## config.mk

```make
export PLATFORM = sky130hd
export DESIGN_NAME = bpsk_modulator_flat
export DESIGN_NICKNAME = d
export VERILOG_FILES = /design/src/rtl/bpsk_modulator_if.sv /design/src/rtl/bpsk_modulator.sv /design/src/flat_wrapper.sv
export SDC_FILE = /design/constraint.sdc
export NUM_CORES = 1
export LEC_CHECK = 0
export CAP_MARGIN = 10
export CORE_ASPECT_RATIO = 0.5
export CORE_UTILIZATION = 39
export DETAILED_ROUTE_END_ITERATION = 16
export PLACE_DENSITY = 0.75
export SKIP_LAST_GASP = 1
export SYNTH_ARGS = -nofsm -noshare
export SYNTH_HDL_FRONTEND = slang
export SYNTH_SLANG_ARGS = --single-unit
export TNS_END_PERCENT = 100
```

## constraint.sdc

```tcl
create_clock -name clk -period 1.8 [get_ports clk]
set_input_delay 0.36 -clock clk [delete_from_list [all_inputs] [get_ports clk]]
set_output_delay 0.36 -clock clk [all_outputs]
set_load 0.05 [all_outputs]
```

## src/rtl/bpsk_modulator_if.sv

```systemverilog
//------------------------------------------------------------------------------
// Module      : bpsk_modulator_if
// Description : Byte handshake, carrier sample and modulated output bundle
//               shared by the BPSK modulator and its neighbours.
// Revision    : 1.0 - initial release
//------------------------------------------------------------------------------
`default_nettype none

interface bpsk_modulator_if #(
    parameter int SAMPLE_NUMBER = 256,
    parameter int SAMPLE_WIDTH  = 12
);
    localparam int IDX_W = (SAMPLE_NUMBER > 1) ? $clog2(SAMPLE_NUMBER) : 1;

    logic [7:0]              data_in;
    logic                    data_valid;
    logic                    data_ready;
    logic [SAMPLE_WIDTH-1:0] sine_in;
    logic [SAMPLE_WIDTH-1:0] neg_sine_in;
    logic [IDX_W-1:0]        sample_idx;
    logic                    carrier_en;
    logic [SAMPLE_WIDTH-1:0] mod_out;
    logic                    mod_valid;
    logic                    busy;

    modport slave (
        input  data_in, data_valid, sine_in, neg_sine_in, sample_idx,
        output data_ready, carrier_en, mod_out, mod_valid, busy
    );

    modport master (
        output data_in, data_valid, sine_in, neg_sine_in, sample_idx,
        input  data_ready, carrier_en, mod_out, mod_valid, busy
    );
endinterface

`default_nettype wire

```

## src/rtl/bpsk_modulator.sv

```systemverilog
//------------------------------------------------------------------------------
// Module      : bpsk_modulator
// Description : Serialises bytes MSB-first onto the carrier, switching phase
//               only on carrier-period boundaries. Define BPSK_DIFF_ENC_EN for
//               differential (DBPSK) encoding.
// Revision    : 1.0 - initial release
//------------------------------------------------------------------------------
`default_nettype none

module bpsk_modulator #(
    parameter int SAMPLE_NUMBER   = 256,
    parameter int SAMPLE_WIDTH    = 12,
    parameter int PERIODS_PER_BIT = 1
) (
    input  wire logic         clk,
    input  wire logic         rst,
    bpsk_modulator_if.slave   bus
);
    localparam int IDX_W  = (SAMPLE_NUMBER > 1) ? $clog2(SAMPLE_NUMBER) : 1;
    localparam int PCNT_W = (PERIODS_PER_BIT > 1) ? $clog2(PERIODS_PER_BIT) : 1;

    typedef enum logic [1:0] {
        S_IDLE  = 2'd0,
        S_ALIGN = 2'd1,
        S_TX    = 2'd2
    } state_t;

    state_t                  state_q, state_d;
    logic [IDX_W-1:0]        idx_q;
    logic [7:0]              shift_q, shift_d;
    logic [2:0]              bit_cnt_q, bit_cnt_d;
    logic [PCNT_W-1:0]       per_cnt_q, per_cnt_d;
    logic                    carrier_en_q;
    logic [SAMPLE_WIDTH-1:0] mod_out_q, mod_out_d;
    logic                    mod_valid_q, mod_valid_d;
`ifdef BPSK_DIFF_ENC_EN
    logic                    ref_q, ref_d;
`endif

    logic w_period_start;
    logic w_period_end;
    logic w_last_period;
    logic w_sample_en;
    logic w_phase;
    logic w_ready;

    // idx_q lines up with sine_in/neg_sine_in, which lag the counter by a cycle
    always_comb begin
        w_period_start = (idx_q == '0);
        w_period_end   = (idx_q == IDX_W'(SAMPLE_NUMBER - 1));
        w_last_period  = (per_cnt_q == PCNT_W'(PERIODS_PER_BIT - 1));
        w_sample_en    = (state_q == S_TX) || ((state_q == S_ALIGN) && w_period_start);
`ifdef BPSK_DIFF_ENC_EN
        w_phase        = shift_q[7] ^ ref_q;
`else
        w_phase        = shift_q[7];
`endif
    end

    always_comb begin
        state_d     = state_q;
        shift_d     = shift_q;
        bit_cnt_d   = bit_cnt_q;
        per_cnt_d   = per_cnt_q;
        mod_out_d   = '0;
        mod_valid_d = 1'b0;
        w_ready     = 1'b0;
`ifdef BPSK_DIFF_ENC_EN
        ref_d       = ref_q;
`endif
        case (state_q)
            S_IDLE: begin
                w_ready = carrier_en_q;
`ifdef BPSK_DIFF_ENC_EN
                ref_d   = 1'b0;
`endif
                if (bus.data_valid && carrier_en_q) begin
                    shift_d   = bus.data_in;
                    bit_cnt_d = '0;
                    per_cnt_d = '0;
                    state_d   = S_ALIGN;
                end
            end
            S_ALIGN, S_TX: begin
                if (w_sample_en) begin
                    state_d     = S_TX;
                    mod_out_d   = w_phase ? bus.sine_in : bus.neg_sine_in;
                    mod_valid_d = 1'b1;
                    if (w_period_end) begin
                        if (w_last_period) begin
                            per_cnt_d = '0;
                            shift_d   = {shift_q[6:0], 1'b0};
                            bit_cnt_d = bit_cnt_q + 3'd1;
`ifdef BPSK_DIFF_ENC_EN
                            ref_d     = w_phase;
`endif
                            if (bit_cnt_q == 3'd7) begin
                                // byte end: the only TX cycle that accepts a new byte
                                w_ready = 1'b1;
                                if (bus.data_valid) begin
                                    shift_d = bus.data_in;
                                end else begin
                                    state_d = S_IDLE;
`ifdef BPSK_DIFF_ENC_EN
                                    ref_d   = 1'b0;
`endif
                                end
                            end
                        end else begin
                            per_cnt_d = per_cnt_q + PCNT_W'(1);
                        end
                    end
                end
            end
            default: state_d = S_IDLE;
        endcase
    end

    always_ff @(posedge clk) begin
        if (rst) begin
            state_q      <= S_IDLE;
            idx_q        <= '0;
            shift_q      <= '0;
            bit_cnt_q    <= '0;
            per_cnt_q    <= '0;
            carrier_en_q <= 1'b0;
            mod_out_q    <= '0;
            mod_valid_q  <= 1'b0;
`ifdef BPSK_DIFF_ENC_EN
            ref_q        <= 1'b0;
`endif
        end else begin
            state_q      <= state_d;
            idx_q        <= bus.sample_idx;
            shift_q      <= shift_d;
            bit_cnt_q    <= bit_cnt_d;
            per_cnt_q    <= per_cnt_d;
            carrier_en_q <= 1'b1;
            mod_out_q    <= mod_out_d;
            mod_valid_q  <= mod_valid_d;
`ifdef BPSK_DIFF_ENC_EN
            ref_q        <= ref_d;
`endif
        end
    end

    assign bus.data_ready = w_ready;
    assign bus.carrier_en = carrier_en_q;
    assign bus.mod_out    = mod_out_q;
    assign bus.mod_valid  = mod_valid_q;
    assign bus.busy       = (state_q != S_IDLE);

endmodule

`default_nettype wire

```

## src/flat_wrapper.sv

```systemverilog
// flat-port wrapper written by rule: the top's interface ports become plain ports
module bpsk_modulator_flat 
#(
    parameter int SAMPLE_NUMBER   = 256,
    parameter int SAMPLE_WIDTH    = 12,
    parameter int PERIODS_PER_BIT = 1
)
  (clk, rst, bus_data_in, bus_data_valid, bus_sine_in, bus_neg_sine_in, bus_sample_idx, bus_data_ready, bus_carrier_en, bus_mod_out, bus_mod_valid, bus_busy);
  bpsk_modulator_if #(.SAMPLE_NUMBER(SAMPLE_NUMBER), .SAMPLE_WIDTH(SAMPLE_WIDTH)) bus_i ();
  input  wire logic clk;
  input  wire logic rst;
  input wire logic [$bits(bus_i.data_in)-1:0] bus_data_in;
  input wire logic [$bits(bus_i.data_valid)-1:0] bus_data_valid;
  input wire logic [$bits(bus_i.sine_in)-1:0] bus_sine_in;
  input wire logic [$bits(bus_i.neg_sine_in)-1:0] bus_neg_sine_in;
  input wire logic [$bits(bus_i.sample_idx)-1:0] bus_sample_idx;
  output wire logic [$bits(bus_i.data_ready)-1:0] bus_data_ready;
  output wire logic [$bits(bus_i.carrier_en)-1:0] bus_carrier_en;
  output wire logic [$bits(bus_i.mod_out)-1:0] bus_mod_out;
  output wire logic [$bits(bus_i.mod_valid)-1:0] bus_mod_valid;
  output wire logic [$bits(bus_i.busy)-1:0] bus_busy;
  assign bus_i.data_in = bus_data_in;
  assign bus_i.data_valid = bus_data_valid;
  assign bus_i.sine_in = bus_sine_in;
  assign bus_i.neg_sine_in = bus_neg_sine_in;
  assign bus_i.sample_idx = bus_sample_idx;
  assign bus_data_ready = bus_i.data_ready;
  assign bus_carrier_en = bus_i.carrier_en;
  assign bus_mod_out = bus_i.mod_out;
  assign bus_mod_valid = bus_i.mod_valid;
  assign bus_busy = bus_i.busy;
  bpsk_modulator #(.SAMPLE_NUMBER(SAMPLE_NUMBER), .SAMPLE_WIDTH(SAMPLE_WIDTH), .PERIODS_PER_BIT(PERIODS_PER_BIT)) u_core (.clk(clk), .rst(rst), .bus(bus_i));
endmodule
```

* After elaboration in Yosys (flattened, before gate mapping) *
Index checks and enable logic that the tools add are counted.

operators by class
  multiplexer cells = 32
  reductions and logical operators = 13
  bitwise logic cells = 2
  eq/ne operators = 8
  add/subtract/negate cells = 2

operators by type and width
  kind                 number
  $mux 8               6
  $pmux 8 s2           1
  $mux 12              1
  $mux 2               6
  $mux 3               4
  $mux 1               10
  $eq 8x8->1 const B   1
  $logic_not 8->1      1
  $ne 2x1->1 const B   3
  $pmux 3 s2           1
  $reduce_and 5->1     1
  $pmux 1 s2           2
  $pmux 2 s2           1
  $reduce_and 4->1     1
  $reduce_bool 2->1    2
  $reduce_or 2->1      2
  $add 3x1->3 const B  1
  $eq 3x3->1 const B   1
  $reduce_or 3->1      1
  $eq 2x1->1 const B   1
  $eq 2x2->1 const B   1
  $logic_and 1x1->1    2
  $logic_not 2->1      1
  $ne 2x2->1 const B   1
  other kinds (4)      5

storage, ports and cells
  output and inout port bits = 16
  logic and storage cells = 65
  input bits = 43
  register bits = 36

* Depth between registers and ports, before layout *
Gate-level depths: netlist of the first run.

  depth after elaboration = 6
  gate-level depth with buffers = 7
  gate-level depth less buffers = 6

* Worst setup path after synthesis of the first run *
No wires, ideal clock.

  path type = register to output
  start = reg u_core.state_q[1]
  end = out bus_data_ready
  required time = 1.440 ns
  arrival = 2.593 ns
  path buffers = 0
  slack = -1.153 ns
  cell stages (with the launch flop) = 7
  cell sequence = dfxtp_1 > inv_1 > ha_1 > or4b_4 > nor4_1 > o21ai_0 > o31ai_1

between the ends
  longest elaborated chain between the ends = 5
  elaborated cells on any way between the ends = 8
  classes of those cells = 2 x eq/ne; 2 x mux; 4 x reduce/logical

ends and longest elaborated chain
  item                    line                                        source
  start, declared         bpsk_modulator.sv:28                        state_t state_q, state_d;
  start signal, assigned  bpsk_modulator.sv:133                       state_q <= state_d;
  $eq 2x1->1              bpsk_modulator.sv:52, bpsk_modulator.sv:71
  $logic_and 1x1->1       bpsk_modulator.sv:52                        w_sample_en = (state_q == S_TX) || ((state_q == S_ALIGN) && w_period_start);
  $logic_or 1x1->1        bpsk_modulator.sv:52
  $mux 1                  bpsk_modulator.sv:85                        if (w_sample_en) begin
  $pmux 1 s2 (*)          bpsk_modulator.sv:71                        case (state_q)
  end, declared           flat_wrapper.sv:17                          output wire logic [$bits(bus_i.data_ready)-1:0] bus_data_ready;

Every way passes the cells marked *; elsewhere a longest branch is shown, timed or not.

* Worst setup path in the final report of the first run *
Same ends and word-level chain as after synthesis.

==> results of run 1 <==
[cell type report]
type	instances	share of cell area [%]
clock buffer	8	3.904
sequential	35	27.43
tap	51	2.489
multi-input combinational	101	36.07
timing repair buffer	79	29.38
inverter	5	0.7321
[per-stage QoR]
stage / TNS, ps / cell area, sq um / setup WS (ps) / util, % / hold slack [ps]
floorplan: -449.5 / 1622 / -308.0 / - / 431.6
global placement: -1622 / 2327 / -180.9 / 63.59 / 446.3
detailed placement: -1778 / 2327 / -197.6 / 63.59 / 468.6
CTS: -5424 / 2525 / -512.6 / 68.99 / 477.1
global route: -8970 / 2564 / -625.0 / 70.05 / 495.4
finish: -6370 / 2564 / -517.8 / 70.05 / 471.6
[worst max path at each step]
stage                                 start  depth (start not counted)  slack (ps)              to
final                     u_core.state_q[1]                          7        -520  bus_data_ready
after global routing      u_core.state_q[1]                          7        -630  bus_data_ready
after CTS                 u_core.state_q[1]                          7        -510  bus_data_ready
after detailed placement  u_core.state_q[1]                          7        -200  bus_data_ready
after global placement    u_core.state_q[1]                          7        -180  bus_data_ready
after floorplan           u_core.state_q[1]                          6        -310  bus_data_ready
[synth_stat cells, types with 2 or more instances]
| cell type | count |
|---|---|
| a21boi_0 | 2 |
| a31oi_1 | 7 |
| buf_1 | 2 |
| buf_6 | 3 |
| clkbuf_1 | 3 |
| dfxtp_1 | 35 |
| ha_1 | 6 |
| inv_1 | 5 |
| mux2i_1 | 23 |
| nand2_1 | 5 |
| nand3_1 | 3 |
| nand3b_1 | 3 |
| nand4_1 | 7 |
| nor2_1 | 15 |
| nor2b_1 | 9 |
| nor3b_2 | 7 |
[state kept, by name (all words and copies together) (netlist names)]
| register | flops |
|---|---|
| u_core.state_q | 2 |
| u_core.bus.mod_out | 12 |
| u_core.idx_q | 8 |
| u_core.shift_q | 8 |
| u_core.bus.mod_valid | 1 |
| u_core.bit_cnt_q | 3 |
| u_core.bus.carrier_en | 1 |
[power by group through the flow]
stage	logic [mW]	clock network [mW]	registers [mW]
2_1_floorplan	0.462	0	0.887
3_3_place_gp	0.669	0	0.911
3_5_place_dp	0.680	0	0.914
4_1_cts	0.747	0.635	0.905
5_1_grt	0.822	0.674	0.915
6_report	0.766	0.621	0.905
[layer usage]
layer | vias up | wire (microns) | share of wire [%] | track usage, %
met5 | - | 0 | 0 | 0
met4 | 0 | 61 | 1.6 | 9.375
met3 | 4 | 163 | 4.4 | 5.825
met2 | 32 | 1847 | 49 | 31.64
met1 | 636 | 1672 | 45 | 22.04
li1 | 692 | - | - | -
[critical path, delay by kind of cell, from the launching register on]
kind                     cells  cell delay (ps)
adder cells (fa/ha/maj)      1              120
flip-flops                   1              320
AND/OR/NAND/NOR              2              670
AO/OA/AOI/OAI                2              340
buffers and inverters        2              240
[logic make-up (layout without fill, tap and decap cells)]
family	Yosys count	after routing	synth area share (%)
fa+ha+maj	6	6	4.735
flops	35	35	44.20
compound gates	17	17	9.313
buf+inv	14	92	4.814
simple gates	55	55	22.41
mux	23	23	14.52
[repair_timing]
| action | 4_1_cts | 5_1_grt |
|---|---|---|
| setup endpoints to repair | 26 | 27 |
| pin swaps | 17 | 3 |
| resized for setup | 17 | 10 |
| gates cloned | 2 | 0 |
| setup buffers | 3 | 2 |
==> impl_metrics.py, run 1 <==
metrics = {
    "routing": {
        "first_iter_violations": 25,
        "wire_per_inst_microns": 13.42,
        "vias_per_cell": 4.889,
        "drc": 0,
        "vias": 1364,
        "dr.pass1.iters": 4,
        "wirelength_microns": 3744,
        "ant_nets": 0,
    },
    "worst_setup_path": {
        "slowest_stage": "or4b_4",
        "r2r-end": "u_core.shift_q[4]",
        "reg2regPathDepth": 10,
        "slowest_delay_ps": 480,
        "crit_path_start_kind": "register",
        "critical_path_class": "register to output pin",
        "arrival_ps": 1960,
        "r2r_slack_ps": -450,
        "required_ps": 1440,
        "path_max_fanout": 2,
        "r2r_start": "u_core.state_q[1]",
        "crit_path_end_kind": "output pin",
        "crit_chain": "inv_2 -> ha_4 -> or4b_4 -> nor4_4 -> o21ai_2 -> o31ai_4 -> buf_12",
    },
    "final_layout": {
        "antenna_cells": 0,
        "fill_cells": 281,
        "instances_no_fill": 279,
        "syn2layout_area_growth_pct": 61.72,
        "layout_commonest_cell": "clkdlybuf4s50_1",
        "final_nets": 276,
        "layout-drive-gt1-share_pct": 33.77,
        "layout_common_cells": "43 x clkdlybuf4s50_1, 33 x dfxtp_1, 29 x buf_4",
        "multi_input_comb_area_sq_um": 924.6,
        "regArea_sq_um": 703.2,
    },
    "pwr": {
        "total_power_mw": 2.292,
        "p_switching_mw": 0.6755,
        "seq_power_share_pct": 39.5,
        "pwr-share-clk_pct": 27.1,
        "switching_share_pct": 29.47,
        "p_int_mw": 1.616,
        "ir_drop_mv": 0.4835,
        "leakagePower_nw": 1.024,
        "power.density_nw_per_um2": 893.9,
        "combPwrFrac_pct": 33.4,
    },
    "die": {
        "chipWidth_microns": 92.17,
        "rows": 15,
        "die_y_microns": 47.08,
        "core_sq_um": 3660,
        "initial_core_util_pct": 43.32,
        "dieArea_sq_um": 4339,
        "num_io_pins": 59,
    },
    "clocking": {
        "numCtsBuffers": 5,
        "path_clk_slew_ps": 70,
        "ctsHoldBuffers": 0,
        "cts_tree": "built",
        "htree_levels": 2,
        "cts.sinks": 35,
        "cts_buffer_depth": 2,
        "clk_latency_ps": 280,
        "clockRootBuffer": "clkbuf_8",
    },
    "sta": {
        "rsz0062_at_grt": "true",
        "max_slew_margin_pct": 54.02,
        "fmax_ghz": 0.4315,
        "setup_ws_ps": -517.8,
        "finClkSkew_ps": 5.922,
        "finalCritPeriodShare_pct": 128.8,
        "maxSlewViolCount": 0,
        "setup_viol": 27,
        "finalHoldViolations": 0,
        "tightest_slew_ps": 688.8,
        "min_period_ps": 2318,
    },
    "synth": {
        "ys_seq_elements": 35,
        "synth.largest_area_cell": "dfxtp_1",
        "synthCells": 150,
        "yosysUniqueCellTypes": 31,
        "synthFlopType": "dfxtp_1",
        "yosysWarnings": 0,
        "syn_area_sq_um": 1585,
        "async_flop_share_pct": 0,
        "synth_seq_area_share_pct": 44.20,
        "synth-edff-count": 0,
        "syn_nets": 199,
        "postSynthAreaPerCell_sq_um": 10.57,
        "yosysTopAreaCellShare_pct": 44.20,
        "synth_area_leaders": "dfxtp_1 44%, mux2i_1 15%, nor3b_2 5.5%",
    },
    "placed_design": {
        "hpwlAfterDp_microns": 2656,
        "numPortBuffers": 58,
        "dp_cells": 266,
        "routabilityCongestion": 0.7914,
    },
    "grt": {
        "antenna_found_initial": 0,
        "overflow": 0,
        "grt_pass1_wl_microns": 5920,
        "grt_max_degree": 16,
        "grt_pass1_vias": 1254,
        "track_usage_pct": 18.46,
    },
    "run_status": {
        "failed_checks": "setup timing",
        "outcome": "finished with violations",
    },
    "worst_hold_path": {
        "whs_path_depth": 2,
        "hold_end": "u_core.bit_cnt_q[1]",
        "min_from": "u_core.bit_cnt_q[1]",
        "hp-class": "register to register",
    },
    "job": {
        "max_cap_violations": 0,
    },
}
Power figures use the tool's default switching activity.
==> run 2, diff against run 1 <==
--- a/config.mk
+++ b/config.mk
@@ -7,7 +7,9 @@
 export LEC_CHECK = 0
 export CAP_MARGIN = 10
 export CORE_ASPECT_RATIO = 0.5
+export CORE_MARGIN = 3
 export CORE_UTILIZATION = 39
+export CTS_CLUSTER_DIAMETER = 60
 export DETAILED_ROUTE_END_ITERATION = 16
 export PLACE_DENSITY = 0.75
 export SKIP_LAST_GASP = 1
==> run 2 against run 1 <==
Against the previous run:
- the run still ends with setup timing left
- core utilization down 0.41 points
- worst setup slack better by 2.3 ps
- hold slack worse by 3.4 ps
- final area down 0.59%
- count of clock-buffer cells in the layout unchanged
- maximum frequency up 0.10%
- sequential power about the same
- clock skew about the same
- global-route usage down 2.5 points
- cell count unchanged
- sequential cell count unchanged
- wire length up 4.6%
==> impl_metrics.py, run 2 (synthesis gave the netlist of run 1 again) <==
metrics = {
    "die": {
        "dieArea_sq_um": 4912,
        "rows": 15,
        "core_sq_um": 3660,
        "chipWidth_microns": 96.17,
        "num_io_pins": 59,
        "initial_core_util_pct": 43.32,
        "die_y_microns": 51.08,
    },
    "routing": {
        "vias_per_cell": 5.011,
        "first_iter_violations": 18,
        "drc": 0,
        "ant_nets": 0,
        "wirelength_microns": 3918,
        "wire_per_inst_microns": 14.04,
        "dr.pass1.iters": 4,
        "vias": 1398,
    },
    "clocking": {
        "cts_buffer_depth": 2,
        "cts.sinks": 35,
        "path_clk_slew_ps": 70,
        "clockRootBuffer": "clkbuf_8",
        "clk_latency_ps": 280,
        "cts_tree": "built",
        "htree_levels": 2,
        "ctsHoldBuffers": 0,
        "numCtsBuffers": 5,
    },
    "final_layout": {
        "largest_register_ffs": 12,
        "syn2layout_area_growth_pct": 60.77,
        "layout_commonest_cell": "clkdlybuf4s50_1",
        "final_nets": 276,
        "layout_common_cells": "42 x clkdlybuf4s50_1, 33 x dfxtp_1, 31 x buf_4",
        "antenna_cells": 0,
        "layout-drive-gt1-share_pct": 33.33,
        "finish.utilization_pct": 69.64,
    },
    "run_status": {
        "outcome": "finished with violations",
        "failed_checks": "setup timing",
    },
    "sta": {
        "finalHoldViolations": 0,
        "maxSlewViolCount": 0,
        "rsz0062_at_grt": "true",
        "setup_viol": 27,
        "finClkSkew_ps": 5.443,
        "tightest_slew_ps": 699.6,
        "fmax_ghz": 0.4319,
        "max_slew_margin_pct": 53.29,
        "fin_setup_tns_ps": -3285,
        "setup_ws_ps": -515.4,
        "min_period_ps": 2315,
        "finalCritPeriodShare_pct": 128.6,
    },
    "worst_setup_path": {
        "crit_path_start_kind": "register",
        "path_max_fanout": 2,
        "critical_path_class": "register to output pin",
        "required_ps": 1440,
        "crit_path_end_kind": "output pin",
        "arrival_ps": 1960,
    },
    "pwr": {
        "ir_drop_mv": 0.4582,
        "power.density_nw_per_um2": 897.0,
        "leakagePower_nw": 1.030,
    },
    "job": {
        "max_cap_violations": 0,
    },
    "placed_design": {
        "routabilityCongestion": 0.8086,
        "hpwlAfterDp_microns": 2790,
        "numPortBuffers": 58,
    },
    "worst_hold_path": {
        "hp-class": "register to register",
    },
    "grt": {
        "track_usage_pct": 15.97,
        "grt_pass1_wl_microns": 5885,
        "grt_pass1_vias": 1306,
        "antenna_found_initial": 0,
        "grt_max_degree": 16,
        "overflow": 0,
    },
}
## run 2: worst paths after layout
kind                        from             endpoint  slack (ps)  depth (start not counted)
max reg2reg    u_core.state_q[1]    u_core.shift_q[1]        -210                          9
min          u_core.bit_cnt_q[1]  u_core.bit_cnt_q[1]         470                          2
min reg2reg  u_core.bit_cnt_q[1]  u_core.bit_cnt_q[1]         470                          2
max            u_core.state_q[1]       bus_data_ready        -520                          7
## run 2: power by group
part           internal [mW]  switching [mW]
logic                  0.439           0.330
clock network          0.349           0.265
registers              0.836          0.0670
## run 2: cell type report
class                      count  area [sq um]
fill                         282          1111
sequential                    35         703.2
inverter                       5         18.77
tap                           51         63.81
multi-input combinational    101         902.1
timing repair buffer          79         760.7
clock buffer                   8         100.1
## run 2: per-stage QoR
stage	cell area [sq um]	hold WS (ps)	setup WS [ps]	total power [mW]	instances
finish	2549	468.2	-515.4	2.286	279
global route	2549	495.2	-629.6	2.401	279
CTS	2520	468.5	-542.2	2.297	278
detailed placement	2345	458.8	-218.2	1.613	267
global placement	2345	450.1	-196.4	1.599	267
floorplan	1622	431.6	-308.0	1.349	150
## run 2: worst max-delay path: stages (launching register included)
cell	delay [ps]
dfxtp_2	320
inv_2	70
ha_4	110
or4b_4	480
nor4_4	190
o21ai_2	110
o31ai_4	220
buf_12	170
## run 2: what timing repair did
item / 4_1_cts / 5_1_grt
endpoints found under the setup margin: 26 / 27
pin swaps: 4 / 15
setup buffers: 2 / 2
gates cloned: 1 / 1
resized for setup: 5 / 18
## run 2: per-layer routing
layer	vias up	GRT usage [%]	share of wire [%]
met5	-	0	0
met4	0	9.434	2.7
met3	13	5.294	5.7
met2	40	27.54	51
met1	658	17.09	40
li1	687	-	-
==> run 3, diff against run 2 <==
--- a/config.mk
+++ b/config.mk
@@ -11,6 +11,7 @@
 export CORE_UTILIZATION = 39
 export CTS_CLUSTER_DIAMETER = 60
 export DETAILED_ROUTE_END_ITERATION = 16
+export HOLD_SLACK_MARGIN = 0.06
 export PLACE_DENSITY = 0.75
 export SKIP_LAST_GASP = 1
 export SYNTH_ARGS = -nofsm -noshare
==> results of run 3 <==
No change in the layout: final DEF, timing and power equal those of run 2.
